$ cat config.mk
export PLATFORM = sky130hd
export DESIGN_NAME = bcd_digit_serial_adder
export DESIGN_NICKNAME = d
export VERILOG_FILES = /design/src/rtl/bcd_pkg.sv /design/src/rtl/bcd_digit_add.sv /design/src/rtl/bcd_digit_serial_adder.sv
export SDC_FILE = /design/constraint.sdc
export NUM_CORES = 1
export LEC_CHECK = 0
export BUFFER_PORTS_ARGS = -buffer_cell sky130_fd_sc_hd__buf_2
export CAP_MARGIN = 10
export CORE_UTILIZATION = 50
export CTS_BUF_LIST = sky130_fd_sc_hd__clkbuf_8
export DETAILED_ROUTE_END_ITERATION = 16
export HOLD_SLACK_MARGIN = 0.1
export PLACE_DENSITY_LB_ADDON = 0.25
export SETUP_SLACK_MARGIN = 0.4
export SYNTH_ARGS = -nofsm -noshare
export SYNTH_HDL_FRONTEND = slang
export SYNTH_SLANG_ARGS = --single-unit
$ cat constraint.sdc
create_clock -name clk -period 3 [get_ports clk]
set_input_delay 0.15 -clock clk [delete_from_list [all_inputs] [get_ports clk]]
set_output_delay 0.15 -clock clk [all_outputs]
set_load 0.02 [all_outputs]
$ cat src/rtl/bcd_pkg.sv
// Shared BCD definitions: digit limits, raw digit-sum width and the serial adder state encoding.
package bcd_pkg;

    localparam logic [3:0] BCD_MAX   = 4'd9;
    localparam int         BCD_SUM_W = 5;

    typedef enum logic [1:0] {
        IDLE = 2'd0,
        RUN  = 2'd1,
        DONE = 2'd2
    } state_t;

endpackage

$ cat src/rtl/bcd_digit_add.sv
// Single BCD digit binary adder: raw 5-bit sum {cout, v} plus the decimal-carry flag z.
module bcd_digit_add
    import bcd_pkg::*;
(
    input  logic [3:0] a,
    input  logic [3:0] b,
    input  logic       cin,
    output logic       cout,
    output logic [3:0] v,
    output logic       z
);

    logic [BCD_SUM_W-1:0] sum;

    // Invalid digits still add arithmetically; 15 + 15 + 1 = 31 always fits in five bits.
    assign sum  = {1'b0, a} + {1'b0, b} + {{(BCD_SUM_W-1){1'b0}}, cin};
    assign cout = sum[4];
    assign v    = sum[3:0];
    assign z    = (sum > {1'b0, BCD_MAX});

endmodule

$ cat src/rtl/bcd_digit_serial_adder.sv
// Digit-serial BCD adder front end: one digit per step, LSD first, with a valid/ready
// digit output stream and a done pulse carrying the final decimal carry.
module bcd_digit_serial_adder
    import bcd_pkg::*;
#(
    parameter  int NDIGITS = 4,
    localparam int IDX_W   = (NDIGITS > 1) ? $clog2(NDIGITS) : 1
) (
    input  logic                   clk,
    input  logic                   rst,
    input  logic                   start,
    input  logic [4*NDIGITS-1:0]   a_bcd,
    input  logic [4*NDIGITS-1:0]   b_bcd,
    input  logic                   cin,
    input  logic                   out_ready,
    output logic                   busy,
    output logic                   digit_vld,
    output logic [IDX_W-1:0]       digit_idx,
    output logic                   cout,
    output logic [3:0]             v,
    output logic                   z,
    output logic                   done,
    output logic                   carry_out,
    output logic                   err
);

    localparam logic [IDX_W-1:0] LAST_IDX = IDX_W'(NDIGITS - 1);

    state_t               state;
    state_t               next_state;
    logic [4*NDIGITS-1:0] a_sh;
    logic [4*NDIGITS-1:0] b_sh;
    logic                 carry_r;
    logic                 stepping;
    logic [IDX_W-1:0]     idx;
    logic                 sum_cout;
    logic [3:0]           sum_v;
    logic                 sum_z;
    logic                 step;
    logic                 accept;
    logic                 bad_digit;

    bcd_digit_add u_digit_add (
        .a    (a_sh[3:0]),
        .b    (b_sh[3:0]),
        .cin  (carry_r),
        .cout (sum_cout),
        .v    (sum_v),
        .z    (sum_z)
    );

    // A new digit may be computed whenever the output slot is empty or being drained.
    assign accept = digit_vld && out_ready;
    assign step   = (state == RUN) && stepping && (!digit_vld || out_ready);
    assign busy   = (state != IDLE);

    always_comb begin
        bad_digit = 1'b0;
        for (int i = 0; i < NDIGITS; i++) begin
            if (a_bcd[4*i +: 4] > BCD_MAX || b_bcd[4*i +: 4] > BCD_MAX) begin
                bad_digit = 1'b1;
            end
        end
    end

    always_ff @(posedge clk or posedge rst) begin
        if (rst) begin
            state <= IDLE;
        end else begin
            state <= next_state;
        end
    end

    always_comb begin
        next_state = state;
        case (state)
            IDLE:    if (start) next_state = RUN;
            RUN:     if (accept && !stepping) next_state = DONE;
            DONE:    next_state = IDLE;
            default: next_state = IDLE;
        endcase
    end

    // stepping drops after the last digit is computed; the FSM then only waits for its acceptance.
    always_ff @(posedge clk or posedge rst) begin
        if (rst) begin
            a_sh      <= '0;
            b_sh      <= '0;
            carry_r   <= 1'b0;
            stepping  <= 1'b0;
            idx       <= '0;
            digit_vld <= 1'b0;
            digit_idx <= '0;
            cout      <= 1'b0;
            v         <= 4'd0;
            z         <= 1'b0;
            done      <= 1'b0;
            carry_out <= 1'b0;
            err       <= 1'b0;
        end else begin
            done <= 1'b0;
            case (state)
                IDLE: begin
                    if (start) begin
                        a_sh      <= a_bcd;
                        b_sh      <= b_bcd;
                        carry_r   <= cin;
                        idx       <= '0;
                        stepping  <= 1'b1;
                        err       <= bad_digit;
                        carry_out <= 1'b0;
                    end
                end
                RUN: begin
                    if (step) begin
                        cout      <= sum_cout;
                        v         <= sum_v;
                        z         <= sum_z;
                        carry_r   <= sum_z;
                        digit_idx <= idx;
                        digit_vld <= 1'b1;
                        a_sh      <= a_sh >> 4;
                        b_sh      <= b_sh >> 4;
                        if (idx == LAST_IDX) begin
                            stepping <= 1'b0;
                        end else begin
                            idx <= idx + IDX_W'(1);
                        end
                    end else if (accept) begin
                        digit_vld <= 1'b0;
                        if (!stepping) begin
                            done      <= 1'b1;
                            carry_out <= carry_r;
                        end
                    end
                end
                default: ;
            endcase
        end
    end

endmodule

==> results of run 1 <==
[cells in the final DEF, fill, tap and decap left out, types with 2 or more instances in the layout]
cell	n
nand2_1	70
dfrtp_1	50
buf_2	49
nor2_1	35
a31oi_1	24
o21ai_0	15
dlygate4sd3_1	8
inv_1	7
a21oi_1	6
clkbuf_8	5
mux2_2	4
ha_1	4
nor2b_1	3
nand2b_1	3
o21ai_1	3
a21o_1	3
buf_4	3
nand3_1	2
nor3_1	2
o2bb2ai_1	2
nand4_1	2
fa_1	2
[flip-flops by register name, summed over array words and instances (netlist names)]
signal     cells
b_sh          16
stepping       1
err            1
state          2
digit_vld      1
v              4
carry_out      1
done           1
a_sh          16
idx            2
cout           1
carry_r        1
digit_idx      2
z              1
[area by class of cell]
cell class,count,area (µm²),share of cell area [%]
Clock buffer,5,68.8,2.39
Clock inverter,3,37.5,1.31
Inverter,6,22.5,0.783
Multi-Input combinational cell,198,1080,37.6
Sequential cell,50,1250,43.5
Tap cell,54,67.6,2.35
Timing Repair Buffer,60,348,12.1
[metal layers]
layer	GRT usage (%)	share of wire, %	wire [µm]
met1	31.6	49	2460
met2	34.1	46	2340
met3	5.06	4.5	227
met4	5.88	0.61	31
met5	0	0	0
[worst paths after layout]
kind,slack [ns],endpoint,startpoint,depth (start not counted)
setup / recovery,0.90,carry_r$_DFFE_PP0P_,a_sh[0]$_DFFE_PP0P_,7
hold / removal,0.09,v[2]$_DFFE_PP0P_,rst,2
setup reg to reg,0.90,carry_r$_DFFE_PP0P_,a_sh[0]$_DFFE_PP0P_,7
hold reg to reg,0.47,a_sh[12]$_DFFE_PP0P_,a_sh[12]$_DFFE_PP0P_,2
max in group asynchronous,2.28,a_sh[0]$_DFFE_PP0P_,rst,2
min in group clk,0.11,a_sh[5]$_DFFE_PP0P_,a_bcd[5],3
[power breakdown]
part	internal, µW	total [µW]	switching [µW]	leakage [µW]
Clock	243	454	211	0.0000607
Sequential	985	1180	193	0.000588
Combinational	636	1600	961	0.000699
[stage by stage]
stage | hold slack (ns) | util [%] | total power (µW)
5_1_grt | 0.104 | 61.3 | 3520
4_1_cts | 0.100 | 61.3 | 3250
2_1_floorplan | 0.277 | - | 2460
3_5_place_dp | 0.376 | 57.3 | 2790
3_3_place_gp | 0.372 | 57.3 | 2730
6_report | 0.0925 | 61.3 | 3230
[cells by family (layout without fill, tap and decap cells)]
kind of cell               after synthesis  after routing
AOI/OAI and AO/OA                       62             62
buffers and inverters                   20             74
DFF                                     50             50
adders and majority gates                6              6
and+or+nand+nor                        124            124
muxes                                    5              5
xor gates and xnor gates                 1              1
[worst max-delay path: cells and delay by family (launching register included)]
kind            cells  cell delay (ns)
flops               1             0.41
fa+ha+maj           2             0.66
compound gates      3             0.59
buf+inv             1             0.09
xor+xnor            1             0.22
==> results.json, run 1 <==
{
  "grtUsageTotal_pct": 22.1,
  "die_h_um": 71.8,
  "placed_area_um2": 2690,
  "synth_top_area_share_pct": 51.4,
  "cts_buffer_depth": 2,
  "synthSimpleGateAreaFrac_pct": 22.0,
  "start_util_pct": 51.9,
  "synthXorXnorAreaFrac_pct": 0.360,
  "diodes": 0,
  "muxShareOfSynthArea_pct": 2.26,
  "cts_hold_buf": 8,
  "worstHoldPathType": "in2async",
  "io_pins": 50,
  "cts.sinks": 50,
  "critPathArrivalTime_ns": 2.27,
  "route.final.wire_length_um": 5060,
  "crit_type": "reg2reg",
  "viasPerCell": 5.30,
  "place_congestion": 0.800,
  "grt_pass1_wl_um": 8650,
  "required_ns": 3.17,
  "yosys-top-cells-count": "nand2_1 (70), dfrtp_1 (50), nor2_1 (35)",
  "nFillCells": 426,
  "preCtsSetupSlack_ns": 0.923,
  "crit_top_cell": "fa_1",
  "cap_viol_max_count": 0,
  "dp.cells": 360,
  "timing.final.crit_period_ns": 2.10,
  "hold_viol": 0,
  "ys_types": 39,
  "powerDensity_nw_per_um2": 1120,
  "grt_setup_unrepaired": "no",
  "drt.antenna.violating_nets": 0,
  "dieArea_um2": 5150,
  "peakVddDrop_uv": 544,
  "clock_insertion_delay_worst_skew_ns": 0.29,
  "clock_tree.htree_level_count": 2,
  "layout.cells.non_filler": 376,
  "drt_iter0_drc": 157,
  "firstDrtPassIters": 4,
  "cts_root_buffer": "clkbuf_8",
  "cp_max_fo": 2,
  "final-max-slew-violation-count": 0,
  "hpwl_um": 3590,
  "crit_path_start_kind": "flip-flop",
  "cts_tree": "done",
  "grt_max_degree": 51,
  "syn_to_final_growth_pct": 18.1,
  "synthArstFlopShare_pct": 100,
  "worst_clock_skew_ns": 0.00231,
  "max_freq_ghz": 0.476,
  "synth_top_family_by_area": "simple AND/OR/NAND/NOR gates",
  "fp.dieW_um": 71.8,
  "io_buffers": 49,
  "vias": 1993,
  "final_nets": 364,
  "synth_seq_cells": 50,
  "yosys.area.top_type": "dfrtp_1",
  "setup_ws_ns": 0.898,
  "status": "finished, final reports clean",
  "synthFlopType": "dfrtp_1",
  "p_leak_uw": 0.00135,
  "netlist_instances": 268,
  "syn-num-nets": 311,
  "antenna_found_initial": 0,
  "synth_area_leaders": "dfrtp_1 (51%), nand2_1 (11%), a31oi_1 (6.2%)",
  "ctsResizeCount": 0,
  "synth_seq_area_share_pct": 51.4,
  "yosys_warnings": 0,
  "grt_overflow": 0,
  "synth_compound_area_share_pct": 16.0,
  "avgSynthCellArea_um2": 9.09,
  "fp-row-count": 25,
  "drive_gt1_share_pct": 21.7,
  "post-route-period-util_pct": 70.1,
  "path_cells": "fa_1 > inv_1 > fa_1 > xor2_1 > a2bb2oi_1 > a221oi_1 > a21oi_1",
  "slew_headroom_pct": 32.1,
  "slowest_stage": "fa_1",
  "coreArea_um2": 4690,
  "post-cts-setup-buffers": 0,
  "max_stage_delay_ns": 0.45,
  "synth.most_common_cell": "nand2_1",
  "setup_viol": 0,
  "synth_area_um2": 2430,
  "grt_pass1_vias": 1872,
  "end_kind": "flip-flop",
  "path_clk_slew_ns": 0.09,
  "synthAdderAreaFrac_pct": 3.70,
  "worst_slew_pin_slew_ns": 1.02,
  "synth_edf_count": 0,
  "drc": 0,
  "cts_inserted_buffers": 5,
  "setup_tns_ns": 0,
  "wl_per_cell_um": 13.5,
  "design_area_um2": 2880
}
Power figures use the tool's default switching activity.
==> run 2: changes to the inputs <==
==> constraint.sdc (replaced) <==
create_clock -name clk -period 2.2 [get_ports clk]
set_input_delay 0.11 -clock clk [delete_from_list [all_inputs] [get_ports clk]]
set_output_delay 0.11 -clock clk [all_outputs]
set_load 0.02 [all_outputs]
==> run 2 against run 1 <==
  * Sequential cell count did not move
  * Critical endpoint is now z$_DFFE_PP0P_
  * Core utilization rose by 7.6 points
  * Combinational power rose by 59%
  * First-iteration DRC count fell by 41%
==> results.json, run 2 (same netlist as run 1, synthesis figures left out) <==
{
  "wl_per_cell_um": 13.8,
  "worstHoldPathType": "in2reg",
  "crit_type": "reg2reg",
  "worst_slew_pin_slew_ns": 0.627,
  "crit_top_cell": "fa_2",
  "clock_insertion_delay_worst_skew_ns": 0.30,
  "cts_inserted_buffers": 5,
  "end_kind": "flip-flop",
  "route.final.wire_length_um": 5660,
  "cap_viol_max_count": 0,
  "timing.final.crit_period_ns": 1.91,
  "vias": 2189,
  "cts_buffer_depth": 2,
  "drive_gt1_share_pct": 24.2,
  "r2r_slack_ns": 0.29,
  "drt_iter0_drc": 92,
  "cp_max_fo": 2,
  "critPathArrivalTime_ns": 2.09,
  "cts.sinks": 50,
  "grt_setup_unrepaired": "yes",
  "fin_total_pwr_uw": 4790,
  "slowest_stage": "fa_2",
  "final_common_cell": "nand2_1",
  "hpwl_um": 3610,
  "final_core_utilization_pct": 68.9,
  "p_leak_uw": 0.00149,
  "final-max-slew-violation-count": 0,
  "powerDensity_nw_per_um2": 1480,
  "final_cell_mix": "nand2_1 (70), dfrtp_1 (50), buf_2 (49), nor2_1 (35), dlygate4sd3_1 (34)",
  "reg_top3": "a_sh (16), b_sh (16), v (4)",
  "grt_pass1_vias": 2045,
  "die_h_um": 71.8,
  "drt.antenna.violating_nets": 0,
  "fp.dieW_um": 71.8,
  "cp_top_family": "adder cells",
  "nFillCells": 388,
  "setup_viol": 0,
  "start_util_pct": 51.9,
  "path_buf_inv": 1,
  "firstDrtPassIters": 4,
  "coreArea_um2": 4690,
  "cts_tree": "done",
  "io_pins": 50,
  "preCtsSetupSlack_ns": 0.303,
  "final_nets": 397,
  "antenna_found_initial": 0,
  "place_congestion": 0.809,
  "dp.cells": 364,
  "grtUsageTotal_pct": 23.7,
  "grt_pass1_wl_um": 9280,
  "status": "finished, final reports clean",
  "peakVddDrop_uv": 832,
  "cts_root_buffer": "clkbuf_8",
  "crit_path_start_kind": "flip-flop",
  "slew_headroom_pct": 58.2,
  "layout.cells.non_filler": 409,
  "setup_tns_ns": 0,
  "grt_overflow": 0,
  "hold_viol": 0,
  "post-route-period-util_pct": 86.7,
  "grt_max_degree": 51,
  "clock_tree.htree_level_count": 2,
  "diodes": 0,
  "fp-row-count": 25,
  "path_clk_slew_ns": 0.09,
  "path_cells": "fa_2 > inv_2 > fa_2 > xor2_2 > a2bb2oi_2 > a221oi_2 > a21oi_1",
  "worst_clock_skew_ns": 0.00701,
  "syn_to_final_growth_pct": 32.8,
  "max_freq_ghz": 0.524,
  "dieArea_um2": 5150,
  "drc": 0,
  "viasPerCell": 5.35,
  "max_stage_delay_ns": 0.43,
  "required_ns": 2.38,
  "setup_ws_ns": 0.293,
  "io_buffers": 49
}
==> run 2: cell count changes in the layout (fill, tap and decap cells not counted), sizes merged <==
cell,delta
buf,+7
dlygate4sd3,+26
inv,-2
clkinv,+2
==> run 2: final cells by class <==
cell class	instances	area [µm²]	area share [%]
Multi-Input combinational cell	198	1110	34.3
Clock buffer	5	68.8	2.13
Timing Repair Buffer	93	673	20.8
Inverter	6	22.5	0.697
Tap cell	54	67.6	2.09
Clock inverter	3	40.0	1.24
Sequential cell	50	1250	38.7
==> run 2: worst paths after layout <==
path | from | to | depth (start not counted)
worst max-delay path | carry_r$_DFFE_PP0P_ | z$_DFFE_PP0P_ | 7
worst min register to register | b_sh[12]$_DFFE_PP0P_ | b_sh[12]$_DFFE_PP0P_ | 2
max in group asynchronous | rst | v[3]$_DFFE_PP0P_ | 4
worst min-delay path | start | state[0]$_DFFE_PP0P_ | 3
worst max register to register | carry_r$_DFFE_PP0P_ | z$_DFFE_PP0P_ | 7
min in group asynchronous | rst | v[2]$_DFFE_PP0P_ | 4
==> run 2: tightest hold or removal path: stages <==
cell	delay, ns
buf_2	0.10
nand2b_1	0.12
o21ai_0	0.10
==> run 2: where the power goes <==
part           switching (µW)  internal (µW)  leakage, µW  total [µW]
combinational            1430           1110     0.000846        2540
clock                     303            335    0.0000579         638
sequential                270           1340     0.000588        1610
total                    2000           2790      0.00149        4790
==> run 2: layer usage <==
layer | global-route usage, % | share of wire [%] | vias up | routed length (µm)
li1 | - | - | 1089 | -
met1 | 32.0 | 45 | 1024 | 2530
met5 | 0 | 0 | - | 0
met4 | 7.19 | 1.2 | 0 | 66
met3 | 4.92 | 5.5 | 7 | 313
met2 | 38.8 | 49 | 69 | 2750
==> run 2: repair_timing <==
action,in CTS,in global routing
gates resized for setup,4,0
hold endpoints to repair,83,0
buffers inserted,1,2
hold buffers,34,0
pin swaps,3,4
setup endpoints to repair,2,2
==> run 2: through the flow <==
stage	instance area, µm²	hold slack [ns]
6_report	3230	0.185
4_1_cts	3220	0.169
5_1_grt	3230	0.201
3_3_place_gp	2740	0.315
3_5_place_dp	2740	0.317
2_1_floorplan	2450	0.237
==> run 3: changes to the inputs <==
==> constraint.sdc (replaced) <==
create_clock -name clk -period 2.4 [get_ports clk]
set_input_delay 0.12 -clock clk [delete_from_list [all_inputs] [get_ports clk]]
set_output_delay 0.12 -clock clk [all_outputs]
set_load 0.02 [all_outputs]
==> run 3 against run 2 <==
  * Maximum frequency is 0.58% lower
  * Non-clock buffer count is 5 lower
  * Sequential cell count stayed put
  * Highest routed layer unchanged
  * Global-route usage is 0.32 points lower
  * Final cell count is 1.2% lower
  * Clock skew is 0.0011 ns lower
  * Clock power is 10% lower
==> results.json, run 3 (same netlist as run 1, synthesis figures left out) <==
{
  "antenna_found_initial": 0,
  "p_comb_share_pct": 51.5,
  "worstHoldPathType": "in2reg",
  "crit_path_start_kind": "flip-flop",
  "p_seq_share_pct": 35.0,
  "cts_inserted_buffers": 5,
  "drive_gt1_share_pct": 22.9,
  "setup_tns_ns": 0,
  "wl_per_cell_um": 13.7,
  "cts_root_buffer": "clkbuf_8",
  "required_ns": 2.58,
  "setup_ws_ns": 0.482,
  "hold_viol": 0,
  "cp_max_fo": 2,
  "coreArea_um2": 4690,
  "nFillCells": 365,
  "drt_iter0_drc": 110,
  "dieArea_um2": 5150,
  "worstHoldStart": "out_ready",
  "route.final.wire_length_um": 5540,
  "cts_tree": "done",
  "post-route-period-util_pct": 79.9,
  "clock_insertion_delay_worst_skew_ns": 0.30,
  "slew_headroom_pct": 61.3,
  "drt.antenna.violating_nets": 0,
  "cts.sinks": 50,
  "viasPerCell": 5.30,
  "hpwl_um": 3640,
  "critPathArrivalTime_ns": 2.09,
  "fp.dieW_um": 71.8,
  "die_h_um": 71.8,
  "seq_area_um2": 1250,
  "cap_viol_max_count": 0,
  "crit_type": "reg2reg",
  "p_leak_uw": 0.00147,
  "grt_setup_unrepaired": "yes",
  "worst_slew_pin_slew_ns": 0.581,
  "grt_overflow": 0,
  "cp-startpoint": "b_sh[0]$_DFFE_PP0P_",
  "place_congestion": 0.814,
  "end_kind": "flip-flop",
  "setup_viol": 0,
  "powerDensity_nw_per_um2": 1330,
  "final-max-slew-violation-count": 0,
  "grtUsageTotal_pct": 23.4,
  "worst_clock_skew_ns": 0.00591,
  "peakVddDrop_uv": 787,
  "diodes": 0,
  "timing.final.crit_period_ns": 1.92,
  "multi_input_area_um2": 1110,
  "path_clk_slew_ns": 0.09,
  "clock_tree.htree_level_count": 2,
  "switching_share_pct": 42.3,
  "io_buffers": 49,
  "grt_pass1_wl_um": 9170,
  "worstReg2RegStart": "b_sh[0]$_DFFE_PP0P_",
  "p_int_uw": 2440,
  "power_switching_uw": 1790,
  "final_nets": 392,
  "io_pins": 50,
  "drc": 0,
  "syn_to_final_growth_pct": 30.5,
  "final_cell_mix": "nand2_1 (70), dfrtp_1 (50), buf_2 (49), nor2_1 (35), dlygate4sd3_1 (33)",
  "max_freq_ghz": 0.521,
  "preCtsSetupSlack_ns": 0.340,
  "vias": 2141,
  "start_util_pct": 51.9,
  "grt_max_degree": 50,
  "cts_buffer_depth": 2,
  "grt_pass1_vias": 2035,
  "fp-row-count": 25,
  "final_common_cell": "nand2_1",
  "reg_top3": "a_sh (16), b_sh (16), v (4)",
  "firstDrtPassIters": 4,
  "clkPwrFrac_pct": 13.5,
  "status": "finished, final reports clean"
}
[run 3: final cells by class]
| type | instances | area share (%) |
|---|---|---|
| sequential | 50 | 39.4 |
| tap | 54 | 2.13 |
| multi-input combinational | 198 | 34.9 |
| clock buffer | 5 | 2.17 |
| inverter | 6 | 0.709 |
| clock inverter | 3 | 1.18 |
| timing repair buffer | 88 | 19.5 |
[run 3: routing by layer]
metal  share of wire (%)  vias up  GRT usage, %
met5                   0        -             0
li1                    -     1073             -
met4                 1.7        0          8.71
met3                 4.1        9          4.22
met2                  48       45          37.2
met1                  46     1014          32.3
[run 3: final timing paths]
kind / cells after the start / slack (ns) / to
max: 7 / 0.48 / z$_DFFE_PP0P_
min in group asynchronous: 3 / 0.34 / v[2]$_DFFE_PP0P_
min: 4 / 0.11 / digit_vld$_DFFE_PP0P_
max in group asynchronous: 4 / 1.30 / b_sh[2]$_DFFE_PP0P_
max reg2reg: 7 / 0.48 / z$_DFFE_PP0P_
min reg2reg: 2 / 0.47 / b_sh[12]$_DFFE_PP0P_
[run 3: worst max-delay path: stages, from the launching register on]
cell,delay (ns)
dfrtp_1,0.41
fa_2,0.42
inv_2,0.09
fa_2,0.23
xor2_2,0.17
a2bb2oi_2,0.08
a221oi_2,0.30
a21oi_1,0.10
[run 3: timing repair]
| action | in CTS | in global routing |
|---|---|---|
| resized for setup | 1 | 6 |
| hold buffers | 33 | 0 |
| endpoints found under the hold margin | 49 | 0 |
| endpoints found under the setup margin | 2 | 2 |
| buffers inserted | 0 | 0 |
| pin swaps | 1 | 4 |
[run 3: power groups by stage]
stage	registers, µW	logic (µW)	clock network [µW]
finish	1480	2180	572
detailed placement	1490	2010	0
global placement	1480	1960	0
floorplan	1530	1540	0
CTS	1480	2090	589
global route	1530	2430	615
[run 3: metrics by stage]
stage	instance area (µm²)	power (µW)	utilization, %	hold WS (ns)	std cells
detailed placement	2710	3510	57.8	0.127	363
finish	3180	4230	67.7	0.113	404
CTS	3150	4150	67.2	0.106	404
floorplan	2430	3070	-	0.247	268
global route	3180	4580	67.7	0.164	404
global placement	2710	3440	57.8	0.122	363
